===== src/rtl/dmux_rr_pkg.sv =====
// Shared definitions for the round-robin 1x4 demux dispatcher.
//   N_CH   : number of output channels
//   SEL_W  : width of a channel index
//   state_e: holding-register state (EMPTY / FULL)
//   onehot : channel index -> one-hot valid vector
package dmux_rr_pkg;

    localparam int unsigned N_CH  = 4;
    localparam int unsigned SEL_W = 2;

    typedef enum logic {
        EMPTY = 1'b0,
        FULL  = 1'b1
    } state_e;

    function automatic logic [N_CH-1:0] onehot(input logic [SEL_W-1:0] idx);
        logic [N_CH-1:0] v;
        v      = '0;
        v[idx] = 1'b1;
        return v;
    endfunction

endpackage


===== src/rtl/dmux_rr_pick.sv =====
// Combinational rotate-priority picker.
// Returns the first channel at or after start_i (wrapping) whose mask bit is set.
//   start_i : channel to try first
//   mask_i  : eligible channels
//   pick_o  : chosen channel (equals start_i when nothing is eligible)
//   found_o : at least one channel is eligible
module dmux_rr_pick
    import dmux_rr_pkg::*;
(
    input  logic [SEL_W-1:0] start_i,
    input  logic [N_CH-1:0]  mask_i,
    output logic [SEL_W-1:0] pick_o,
    output logic             found_o
);

    logic [SEL_W-1:0] idx;

    // Walk from the farthest offset back to offset 0 so the nearest eligible
    // channel is the last one written and therefore wins.
    always_comb begin
        pick_o  = start_i;
        found_o = 1'b0;
        idx     = start_i;
        for (int k = N_CH - 1; k >= 0; k--) begin
            idx = start_i + SEL_W'(k);
            if (mask_i[idx]) begin
                pick_o  = idx;
                found_o = 1'b1;
            end
        end
    end

endmodule


===== src/rtl/dmux_rr_dispatcher.sv =====
// Round-robin sequencing controller for a 1x4 demultiplexer.
// Accepts items over valid/ready into a one-entry holding register, assigns each
// to an enabled channel in round-robin order, steers the valid bit to that
// channel and counts deliveries per channel.
//   clk, rst   : clock, asynchronous active-high reset
//   in_valid   : producer item present
//   in_data    : producer item
//   in_ready   : item accepted this cycle
//   en_mask    : channels eligible for new assignments
//   out_valid  : one-hot (or zero) demuxed valid
//   out_data   : held item, shared by all channels
//   out_ready  : per-channel consumer ready
//   sel        : channel the held item is assigned to
//   cnt        : per-channel delivery counters, channel c at [c*CNT_W +: CNT_W]
module dmux_rr_dispatcher
    import dmux_rr_pkg::*;
#(
    parameter int unsigned W     = 8,
    parameter int unsigned CNT_W = 8
) (
    input  logic                  clk,
    input  logic                  rst,
    input  logic                  in_valid,
    input  logic [W-1:0]          in_data,
    output logic                  in_ready,
    input  logic [N_CH-1:0]       en_mask,
    output logic [N_CH-1:0]       out_valid,
    output logic [W-1:0]          out_data,
    input  logic [N_CH-1:0]       out_ready,
    output logic [SEL_W-1:0]      sel,
    output logic [N_CH*CNT_W-1:0] cnt
);

    state_e           state_q, state_d;
    logic [W-1:0]     hold_q, hold_d;
    logic [SEL_W-1:0] sel_q, sel_d;
    logic [SEL_W-1:0] ptr_q, ptr_d;
    logic [CNT_W-1:0] cnt_q [N_CH];
    logic [CNT_W-1:0] cnt_d [N_CH];

    logic             deliver;
    logic             accept;
    logic [SEL_W-1:0] start;
    logic [SEL_W-1:0] pick;
    logic             found;

    assign deliver = (state_q == FULL) && out_ready[sel_q];

    // On a back-to-back cycle ptr_q is stale; the pointer it is about to take
    // (sel_q + 1) is used instead so throughput stays one item per cycle.
    assign start = deliver ? (sel_q + SEL_W'(1)) : ptr_q;

    dmux_rr_pick u_pick (
        .start_i (start),
        .mask_i  (en_mask),
        .pick_o  (pick),
        .found_o (found)
    );

    // found is equivalent to en_mask != 0; rst gates ready while held in reset.
    assign in_ready = !rst && ((state_q == EMPTY) || out_ready[sel_q]) && found;
    assign accept   = in_valid && in_ready;

    always_comb begin
        state_d = state_q;
        hold_d  = hold_q;
        sel_d   = sel_q;
        ptr_d   = ptr_q;
        for (int c = 0; c < int'(N_CH); c++) begin
            cnt_d[c] = cnt_q[c];
        end

        if (deliver) begin
            cnt_d[sel_q] = cnt_q[sel_q] + CNT_W'(1);
            ptr_d        = sel_q + SEL_W'(1);
            state_d      = EMPTY;
        end

        if (accept) begin
            hold_d  = in_data;
            sel_d   = pick;
            state_d = FULL;
        end
    end

    always_ff @(posedge clk or posedge rst) begin
        if (rst) begin
            state_q <= EMPTY;
            hold_q  <= '0;
            sel_q   <= '0;
            ptr_q   <= '0;
            for (int c = 0; c < int'(N_CH); c++) begin
                cnt_q[c] <= '0;
            end
        end else begin
            state_q <= state_d;
            hold_q  <= hold_d;
            sel_q   <= sel_d;
            ptr_q   <= ptr_d;
            for (int c = 0; c < int'(N_CH); c++) begin
                cnt_q[c] <= cnt_d[c];
            end
        end
    end

    assign out_valid = (state_q == FULL) ? onehot(sel_q) : '0;
    assign out_data  = hold_q;
    assign sel       = sel_q;

    always_comb begin
        cnt = '0;
        for (int c = 0; c < int'(N_CH); c++) begin
            cnt[c*CNT_W +: CNT_W] = cnt_q[c];
        end
    end

endmodule


===== config.mk =====
export PLATFORM = sky130hd
export DESIGN_NAME = dmux_rr_dispatcher
export DESIGN_NICKNAME = d
export VERILOG_FILES = /design/src/rtl/dmux_rr_pkg.sv /design/src/rtl/dmux_rr_pick.sv /design/src/rtl/dmux_rr_dispatcher.sv
export SDC_FILE = /design/constraint.sdc
export NUM_CORES = 1
export LEC_CHECK = 0
export BUFFER_PORTS_ARGS = -buffer_cell sky130_fd_sc_hd__buf_2
export CAP_MARGIN = 20
export CORE_ASPECT_RATIO = 2
export CORE_MARGIN = 8
export CORE_UTILIZATION = 40
export DETAILED_ROUTE_END_ITERATION = 10
export GPL_ROUTABILITY_DRIVEN = 0
export MAX_ROUTING_LAYER = met4
export PLACE_DENSITY = 0.63
export REMOVE_ABC_BUFFERS = 1
export SYNTH_ARGS = -nofsm -noshare
export SYNTH_HDL_FRONTEND = slang
export SYNTH_HIERARCHICAL = 1
export SYNTH_SLANG_ARGS = --single-unit
export TNS_END_PERCENT = 1

===== constraint.sdc =====
create_clock -name clk -period 2.9 [get_ports clk]
set_input_delay 0.29 -clock clk [delete_from_list [all_inputs] [get_ports clk]]
set_output_delay 0.29 -clock clk [all_outputs]
set_load 0.02 [all_outputs]

==> results of run 1 <==
## placed cells by master (no fill, tap or decap)
cell	Yosys	final
mux4_1	3	3
and2b_1	1	1
xnor2_1	1	1
nor3_1	1	1
o221a_2	1	1
and2_1	6	6
o211ai_1	4	4
and3_1	1	1
or4_1	5	5
nand4_4	1	1
clkinv_4	0	1
ha_1	5	5
mux4_2	6	6
or3_1	1	1
and3b_1	1	1
clkinv_1	0	1
mux2_2	11	11
dfrtp_1	45	45
nor2_1	10	10
bufinv_16	0	1
xor2_1	2	2
buf_4	1	3
inv_1	5	4
o21ai_0	21	21
a21oi_1	1	1
or3_4	1	1
a2bb2oi_1	1	1
buf_2	0	65
and2b_2	2	2
nand4_1	1	1
and2_0	2	2
a31oi_1	8	8
nand2_1	42	42
clkinvlp_4	0	1
nand3_1	8	8
clkbuf_16	0	5
nand2b_1	1	1
## power by group
part | switching [mW] | internal (mW)
Clock | 0.235 | 0.407
Combinational | 0.880 | 0.525
Sequential | 0.141 | 0.839
Total | 1.26 | 1.77
## state kept, by name, summed over array words and instances, names as in the netlist
signal    flops
cnt          32
out_data      8
ptr_q         2
sel           2
state_q       1
## stage by stage
stage	setup WS [ps]	util, %
2_1_floorplan	186.5	-
3_3_place_gp	552.9	47.19
3_5_place_dp	530.6	47.19
4_1_cts	520.1	50.27
5_1_grt	349.0	50.27
6_report	527.9	50.27
## layout make-up
type / count / area share [%]
timing repair buffer: 68 / 12.44
tap: 61 / 2.729
multi-input combinational: 148 / 37.76
clock buffer: 5 / 4.474
sequential: 45 / 40.27
inverter: 5 / 0.6711
clock inverter: 3 / 1.655
## per-layer routing
metal  track usage [%]  part of all wire, %  up-vias
met2             22.72                   49       62
li1                  -                    -      866
met4             5.677                  1.9        0
met5                 -                    0        -
met3             4.288                  6.3       10
met1             15.66                   43      854
## cells by family after synthesis
logic type               count (synthesis)
buffers and inverters                   16
AND/OR/NAND/NOR                         84
XOR/XNOR                                 3
flip-flops                              45
adder cells (fa/ha/maj)                  5
multiplexers                            20
AO/OA/AOI/OAI                           36
## critical path: cells and delay by family (launching register included)
family,cells,cell delay (ps)
flops,1,360
simple gates,4,840
mux,3,1110
## how the worst max path moves through the flow
stage / start / to / slack [ps] / cells past startpoint
after floorplan: sel[0]$_DFFE_PP0P_ / sel[1]$_DFFE_PP0P_ / 190 / 7
after global placement: sel[0]$_DFFE_PP0P_ / sel[1]$_DFFE_PP0P_ / 550 / 7
after detailed placement: sel[0]$_DFFE_PP0P_ / sel[1]$_DFFE_PP0P_ / 530 / 7
after CTS: sel[0]$_DFFE_PP0P_ / sel[1]$_DFFE_PP0P_ / 520 / 7
after global routing: sel[0]$_DFFE_PP0P_ / sel[1]$_DFFE_PP0P_ / 350 / 7
final: sel[0]$_DFFE_PP0P_ / sel[1]$_DFFE_PP0P_ / 530 / 7
==> impl_metrics.toml, run 1 <==
[status]
status = "finished clean"

[cts]
clkLatencyLatePin_ps = 290
cts.path.max_buffers = 2
root_buffer = "clkbuf_16"
cts.sinks = 45
hold_buffers = 0
clkSlewWorstSetupHoldPaths_ps = 60
cts_tree = "yes"
post_cts_resized = 0
postCtsSetupBuffers = 0
cts_buffers = 5
htree_levels = 2

[sta]
hold_violations = 0
period_needed_ps = 2372
final.setup.tns_ps = 0
setup_violations = 0
fin_skew_ps = 5.387
tightest_slew_ps = 581.2
slew_violations = 0
fin_crit_sh_pct = 81.80
whs_ps = 208.0
rsz0062_at_grt = "false"
clock.fmax_mhz = 421.6
max-slew-margin-rel_pct = 61.14

[synth]
synth_top_area_share_pct = 49.81
syn_area_per_cell_sq_um = 10.82
ys_top_cells_by_count = "45 x dfrtp_1, 42 x nand2_1, 21 x o21ai_0, 11 x mux2_2, 10 x nor2_1"
yosysWarnings = 6
synth_top_family_by_area = "simple AND/OR/NAND/NOR gates"
ys_types = 33
synthSimpleGateAreaFrac_pct = 18.54
synthFlopType = "dfrtp_1"
synth_area_sq_mm = 0.002261
synth_compound_area_share_pct = 9.297
netlist_instances = 209
yosys.area_share.adder_pct = 2.767
synth-edff-count = 0
synth-seq-area-share_pct = 49.81
synth.most_common_cell = "dfrtp_1"
synthTopCellsByArea = "dfrtp_1 50%, nand2_1 7.0%, mux4_2 6.0%"
async_flop_share_pct = 100.0
ys_seq_elements = 45
synth_xor_area_share_pct = 1.162
post-synth-top-area-cell = "dfrtp_1"
synth.area.mux_share_pct = 14.94

[cells_and_area]
area_growth_pct = 23.69
ff_latch_area_sq_mm = 0.001126
multi_input_area_sq_mm = 0.001056
final_cell_count_no_fill = 335
fin_area_sq_mm = 0.002796
fill_cells = 521
diodes = 0
drive_above_1_share_pct = 35.77
num-nets-final = 297

[placement]
dp_hpwl_mm = 4.328
dpl.cell_count = 327
port_buffers = 65
place_area_sq_mm = 0.002625

[floorplan]
core_sq_mm = 0.005563
dieWidth_um = 69.16
ios = 66
die_h_um = 122.3
initial_core_util_pct = 40.64
dieArea_sq_mm = 0.008460
rows = 39

[setup_path]
cpPeakStageDelay_ps = 590
crit_slowest_cell = "mux4_2"
reg2reg_depth = 7
rr_endpoint = "sel[1]$_DFFE_PP0P_"
path_cells = "mux4_2 -> nand2_1 -> mux2_2 -> and3b_1 -> or4_1 -> nand2_1 -> mux2_2"
crit_fanout = 10
cp-start-kind = "flop"
r2r-start = "sel[0]$_DFFE_PP0P_"
crit_required_ps = 3130
rrSetupSlack_ps = 530
worstSetupPathType = "reg2reg"
cp-end-kind = "flop"
cp.arrival_ps = 2600

[grt]
grt_pass1_wl_mm = 9.315
grt_pass1_vias = 1921
overflow = 0
grt_max_degree = 47
antenna_found_initial = 0
grt_usage_pct = 13.99

[power]
power_density_mw_per_mm2 = 1083
leakagePower_nw = 1.368
ir_drop_mv = 0.8048
finalPower_mw = 3.028

[detailed_routing]
wl_per_cell_um = 17.29
drc = 0
vias_per_cell = 5.349
drt-initial-drc-count = 112
ant_nets = 0
vias = 1792
drtPass1Iterations = 4
wl_mm = 5.792

[min_path]
hp-class = "in2async"

[run]
maxCapViolations = 0
Power figures use the tool's default switching activity.
==> inputs of run 2 (changes only) <==
==> constraint.sdc (replaced) <==
create_clock -name clk -period 2.4 [get_ports clk]
set_input_delay 0.24 -clock clk [delete_from_list [all_inputs] [get_ports clk]]
set_output_delay 0.24 -clock clk [all_outputs]
set_load 0.02 [all_outputs]
==> run 2 against run 1 <==
Via count up 2.6%. Setup slack worse by 370 ps. Fmax up 5.7%. Count of clock-buffer cells in the layout up 1. Sequential power up 20%. Critical path depth unchanged. Hold slack worse by 48 ps. Largest power group unchanged.
==> impl_metrics.toml, run 2 (same netlist as run 1, synthesis figures left out) <==
[cts]
clkSlewWorstSetupHoldPaths_ps = 60
cts_buffers = 5
cts_tree = "yes"
root_buffer = "clkbuf_16"
clkLatencyLatePin_ps = 290
cts.path.max_buffers = 2
hold_buffers = 0
postCtsSetupBuffers = 0
htree_levels = 2
cts.sinks = 45

[setup_path]
crit_fanout = 6
rr_endpoint = "sel[1]$_DFFE_PP0P_"
cp-end-kind = "flop"
rrSetupSlack_ps = 160
cp.arrival_ps = 2470
worstSetupPathType = "reg2reg"
reg2reg_depth = 7
r2r-start = "sel[0]$_DFFE_PP0P_"
crit_required_ps = 2630
cp-start-kind = "flop"

[sta]
period_needed_ps = 2245
rsz0062_at_grt = "false"
clock.fmax_mhz = 445.5
setup_violations = 0
hold_violations = 0
final.setup.tns_ps = 0
tightest_slew_ps = 561.9
fin_skew_ps = 5.669
fin_crit_sh_pct = 93.52
slew_violations = 0
max-slew-margin-rel_pct = 62.54

[grt]
grt_pass1_wl_mm = 9.390
overflow = 0
grt_usage_pct = 14.05
antenna_found_initial = 0
grt_pass1_vias = 1955
grt_max_degree = 46

[detailed_routing]
wl_per_cell_um = 16.76
ant_nets = 0
vias_per_cell = 5.377
drc = 0
vias = 1839
wl_mm = 5.733
drtPass1Iterations = 4
drt-initial-drc-count = 75

[floorplan]
initial_core_util_pct = 40.64
die_h_um = 122.3
ios = 66
core_sq_mm = 0.005563
rows = 39
dieWidth_um = 69.16
dieArea_sq_mm = 0.008460

[placement]
port_buffers = 65
dp_hpwl_mm = 4.397
dpl.cell_count = 334
place_area_sq_mm = 0.002678

[cells_and_area]
fin_area_sq_mm = 0.002858
final_cell_mix = "65 x buf_2, 45 x dfrtp_1, 42 x nand2_1"
final_util_pct = 51.37
drive_above_1_share_pct = 37.37
final_cell_count_no_fill = 342
diodes = 0
layout_commonest_cell = "buf_2"
largest_reg_flops = 32
area_growth_pct = 26.40
num-nets-final = 304

[power]
ir_drop_mv = 0.8305
power_density_mw_per_mm2 = 1312
leakagePower_nw = 1.408

[min_path]
hp-class = "in2async"

[run]
maxCapViolations = 0

[status]
status = "finished clean"
==> run 2: area by class of cell <==
cell class / instances / area, sq um
Multi-Input combinational cell: 148 / 1060
Sequential cell: 45 / 1126
Inverter: 5 / 18.77
Tap cell: 61 / 76.32
Timing Repair Buffer: 75 / 400.4
Fill cell: 542 / 2705
Clock buffer: 6 / 138.9
Clock inverter: 2 / 37.54
==> run 2: where the power goes <==
| group | internal (mW) | switching, mW | leakage (nW) | total (mW) |
|---|---|---|---|---|
| sequential | 1.01 | 0.166 | 0.567 | 1.18 |
| combinational | 0.689 | 1.07 | 0.757 | 1.76 |
| clock | 0.519 | 0.290 | 0.0831 | 0.809 |
| total | 2.22 | 1.53 | 1.41 | 3.75 |
==> run 2: critical path, cell delays in order, from the launching register on <==
cell and delay [ps]:
dfrtp_1 360, mux4_2 510, nand2_1 130, mux2_4 340, and3b_1 180, or4_1 460
nand2_1 70, mux2_2 130
==> run 2: timing repair <==
action,CTS,global route
resized for setup,0,1
setup endpoints to repair,0,1
endpoints found under the hold margin,0,0
==> run 2: worst max-delay path by stage <==
| stage | slack (ps) | endpoint | from | cells after the start |
|---|---|---|---|---|
| floorplan | -310 | sel[1]$_DFFE_PP0P_ | sel[0]$_DFFE_PP0P_ | 7 |
| global placement | 140 | sel[1]$_DFFE_PP0P_ | sel[0]$_DFFE_PP0P_ | 7 |
| detailed placement | 110 | sel[1]$_DFFE_PP0P_ | sel[0]$_DFFE_PP0P_ | 7 |
| CTS | 100 | sel[1]$_DFFE_PP0P_ | sel[0]$_DFFE_PP0P_ | 7 |
| global route | 40 | sel[1]$_DFFE_PP0P_ | sel[0]$_DFFE_PP0P_ | 7 |
| finish | 160 | sel[1]$_DFFE_PP0P_ | sel[0]$_DFFE_PP0P_ | 7 |
==> run 2: through the flow <==
stage                     hold WS, ps  worst slack (ps)  power, mW
after floorplan                 390.6            -313.5      2.327
after global placement          472.3             140.0      2.920
after detailed placement        476.5             110.4      2.967
after CTS                       180.0             98.06      3.781
after global routing            181.7             43.74      3.993
final                           160.3             155.5      3.750
==> run 2: routing by layer <==
metal	up-vias	GRT usage (%)	routed length, um
met4	0	4.645	74
met5	-	-	0
li1	885	-	-
met2	60	23.59	2830
met3	6	3.964	338
met1	888	15.68	2489
==> inputs of run 3 (changes only) <==
--- a/config.mk
+++ b/config.mk
@@ -8,7 +8,6 @@
 export BUFFER_PORTS_ARGS = -buffer_cell sky130_fd_sc_hd__buf_2
 export CAP_MARGIN = 20
 export CORE_ASPECT_RATIO = 2
-export CORE_MARGIN = 8
 export CORE_UTILIZATION = 40
 export DETAILED_ROUTE_END_ITERATION = 10
 export GPL_ROUTABILITY_DRIVEN = 0
==> run 3 against run 2 <==
Critical path depth unchanged. Global-route usage increased by 7.3 points. Sequential power about the same. Design area shrank 2.6%. Routed wire length fell by 4.9%. First-iteration DRC count down 60%. Hold slack improved by 1.9 ps. Count of clock-buffer cells in the layout unchanged. Setup slack got worse by 63 ps. Largest cell class unchanged.
==> impl_metrics.toml, run 3 (same netlist as run 1, synthesis figures left out) <==
[status]
status = "finished clean"

[cells_and_area]
drive_above_1_share_pct = 37.32
area_growth_pct = 23.13
final_cell_mix = "65 x buf_2, 45 x dfrtp_1, 42 x nand2_1"
largest_reg_flops = 32
fin_area_sq_mm = 0.002784
final_cell_count_no_fill = 344
final_util_pct = 51.36
diodes = 0
layout_commonest_cell = "buf_2"
num-nets-final = 307

[setup_path]
crit_slowest_cell = "mux4_2"
rrSetupSlack_ps = 90
cp-start-kind = "flop"
crit_fanout = 6
cp.arrival_ps = 2550
crit_buf_inv = 0
path_cells = "mux4_2 -> nand2_1 -> mux2_2 -> and3b_1 -> or4_1 -> nand2_1 -> mux2_2"
reg2reg_depth = 7
crit_start = "sel[0]$_DFFE_PP0P_"
crit_required_ps = 2650
path_delay_family = "multiplexers"
cpPeakStageDelay_ps = 530
rr_endpoint = "sel[1]$_DFFE_PP0P_"
cp-end-kind = "flop"
r2r-start = "sel[0]$_DFFE_PP0P_"
worstSetupPathType = "reg2reg"

[sta]
tightest_slew_ps = 524.6
period_needed_ps = 2307
fin_crit_sh_pct = 96.13
max-slew-margin-rel_pct = 64.66
slew_violations = 0
setup_violations = 0
whs_ps = 162.2
clock.fmax_mhz = 433.4
rsz0062_at_grt = "false"
finalWorstSetupSlack_ps = 92.85
hold_violations = 0
fin_skew_ps = 4.911

[cts]
cts_tree = "yes"
cts.path.max_buffers = 2
postCtsSetupBuffers = 0
cts_buffers = 5
post_cts_resized = 0
clkLatencyLatePin_ps = 300
hold_buffers = 1
cts.sinks = 45
htree_levels = 2
clkSlewWorstSetupHoldPaths_ps = 80
root_buffer = "clkbuf_8"

[min_path]
hp-class = "in2reg"
hold_end = "out_data[4]$_DFFE_PP0P_"
whs_path_depth = 2
worstHoldStart = "in_data[4]"

[floorplan]
initial_core_util_pct = 41.71
dieWidth_um = 55.16
rows = 38
dieArea_sq_mm = 0.005975
core_sq_mm = 0.005420
die_h_um = 108.3
ios = 66

[grt]
grt_usage_pct = 21.38
overflow = 0
grt_max_degree = 42
grt_pass1_wl_mm = 8.714
antenna_found_initial = 0
grt_pass1_vias = 1752

[power]
leakagePower_nw = 1.379
ir_drop_mv = 0.7724
power_density_mw_per_mm2 = 1236

[placement]
dpl.cell_count = 335
port_buffers = 65
pre_cts_ws_ps = 97.03
dp_hpwl_mm = 4.133
place_area_sq_mm = 0.002691

[detailed_routing]
vias_per_cell = 5.282
vias = 1817
wl_mm = 5.452
ant_nets = 0
drtPass1Iterations = 4
drc = 0
wl_per_cell_um = 15.85
drt-initial-drc-count = 30

[run]
maxCapViolations = 0
==> run 3: metrics by stage <==
step	power [mW]	TNS (ps)
after floorplan	2.327	-841.7
after global placement	2.962	0
after detailed placement	3.002	0
after CTS	3.478	0
after global routing	3.698	0
final	3.441	0
==> run 3: worst max path at each step <==
stage                                     end  cells past startpoint  slack (ps)
after floorplan            sel[1]$_DFFE_PP0P_                      7        -310
after global placement     sel[1]$_DFFE_PP0P_                      7         130
after detailed placement   sel[1]$_DFFE_PP0P_                      7         100
after CTS                  sel[1]$_DFFE_PP0P_                      7          80
after global routing      cnt[15]$_DFFE_PP0P_                      6           7
final                      sel[1]$_DFFE_PP0P_                      7          90
==> run 3: layer usage <==
layer  track usage [%]  wire length (um)  up-vias
met5                 -                 0        -
met4             9.107               147        0
met3             4.641               205        9
met2             34.94              2997       54
met1             24.10              2101      864
li1                  -                 -      890
==> run 3: cell type report <==
| type | count | area (sq um) |
|---|---|---|
| fill | 575 | 2636 |
| sequential | 45 | 1126 |
| multi-input combinational | 148 | 1056 |
| timing repair buffer | 78 | 425.4 |
| tap | 60 | 75.07 |
| clock buffer | 6 | 72.57 |
| inverter | 5 | 18.77 |
| clock inverter | 2 | 10.01 |
==> run 3: power breakdown <==
group          internal, mW  switching [mW]
clock network         0.202           0.261
registers              1.01           0.178
logic                 0.716            1.07
total                  1.93            1.51
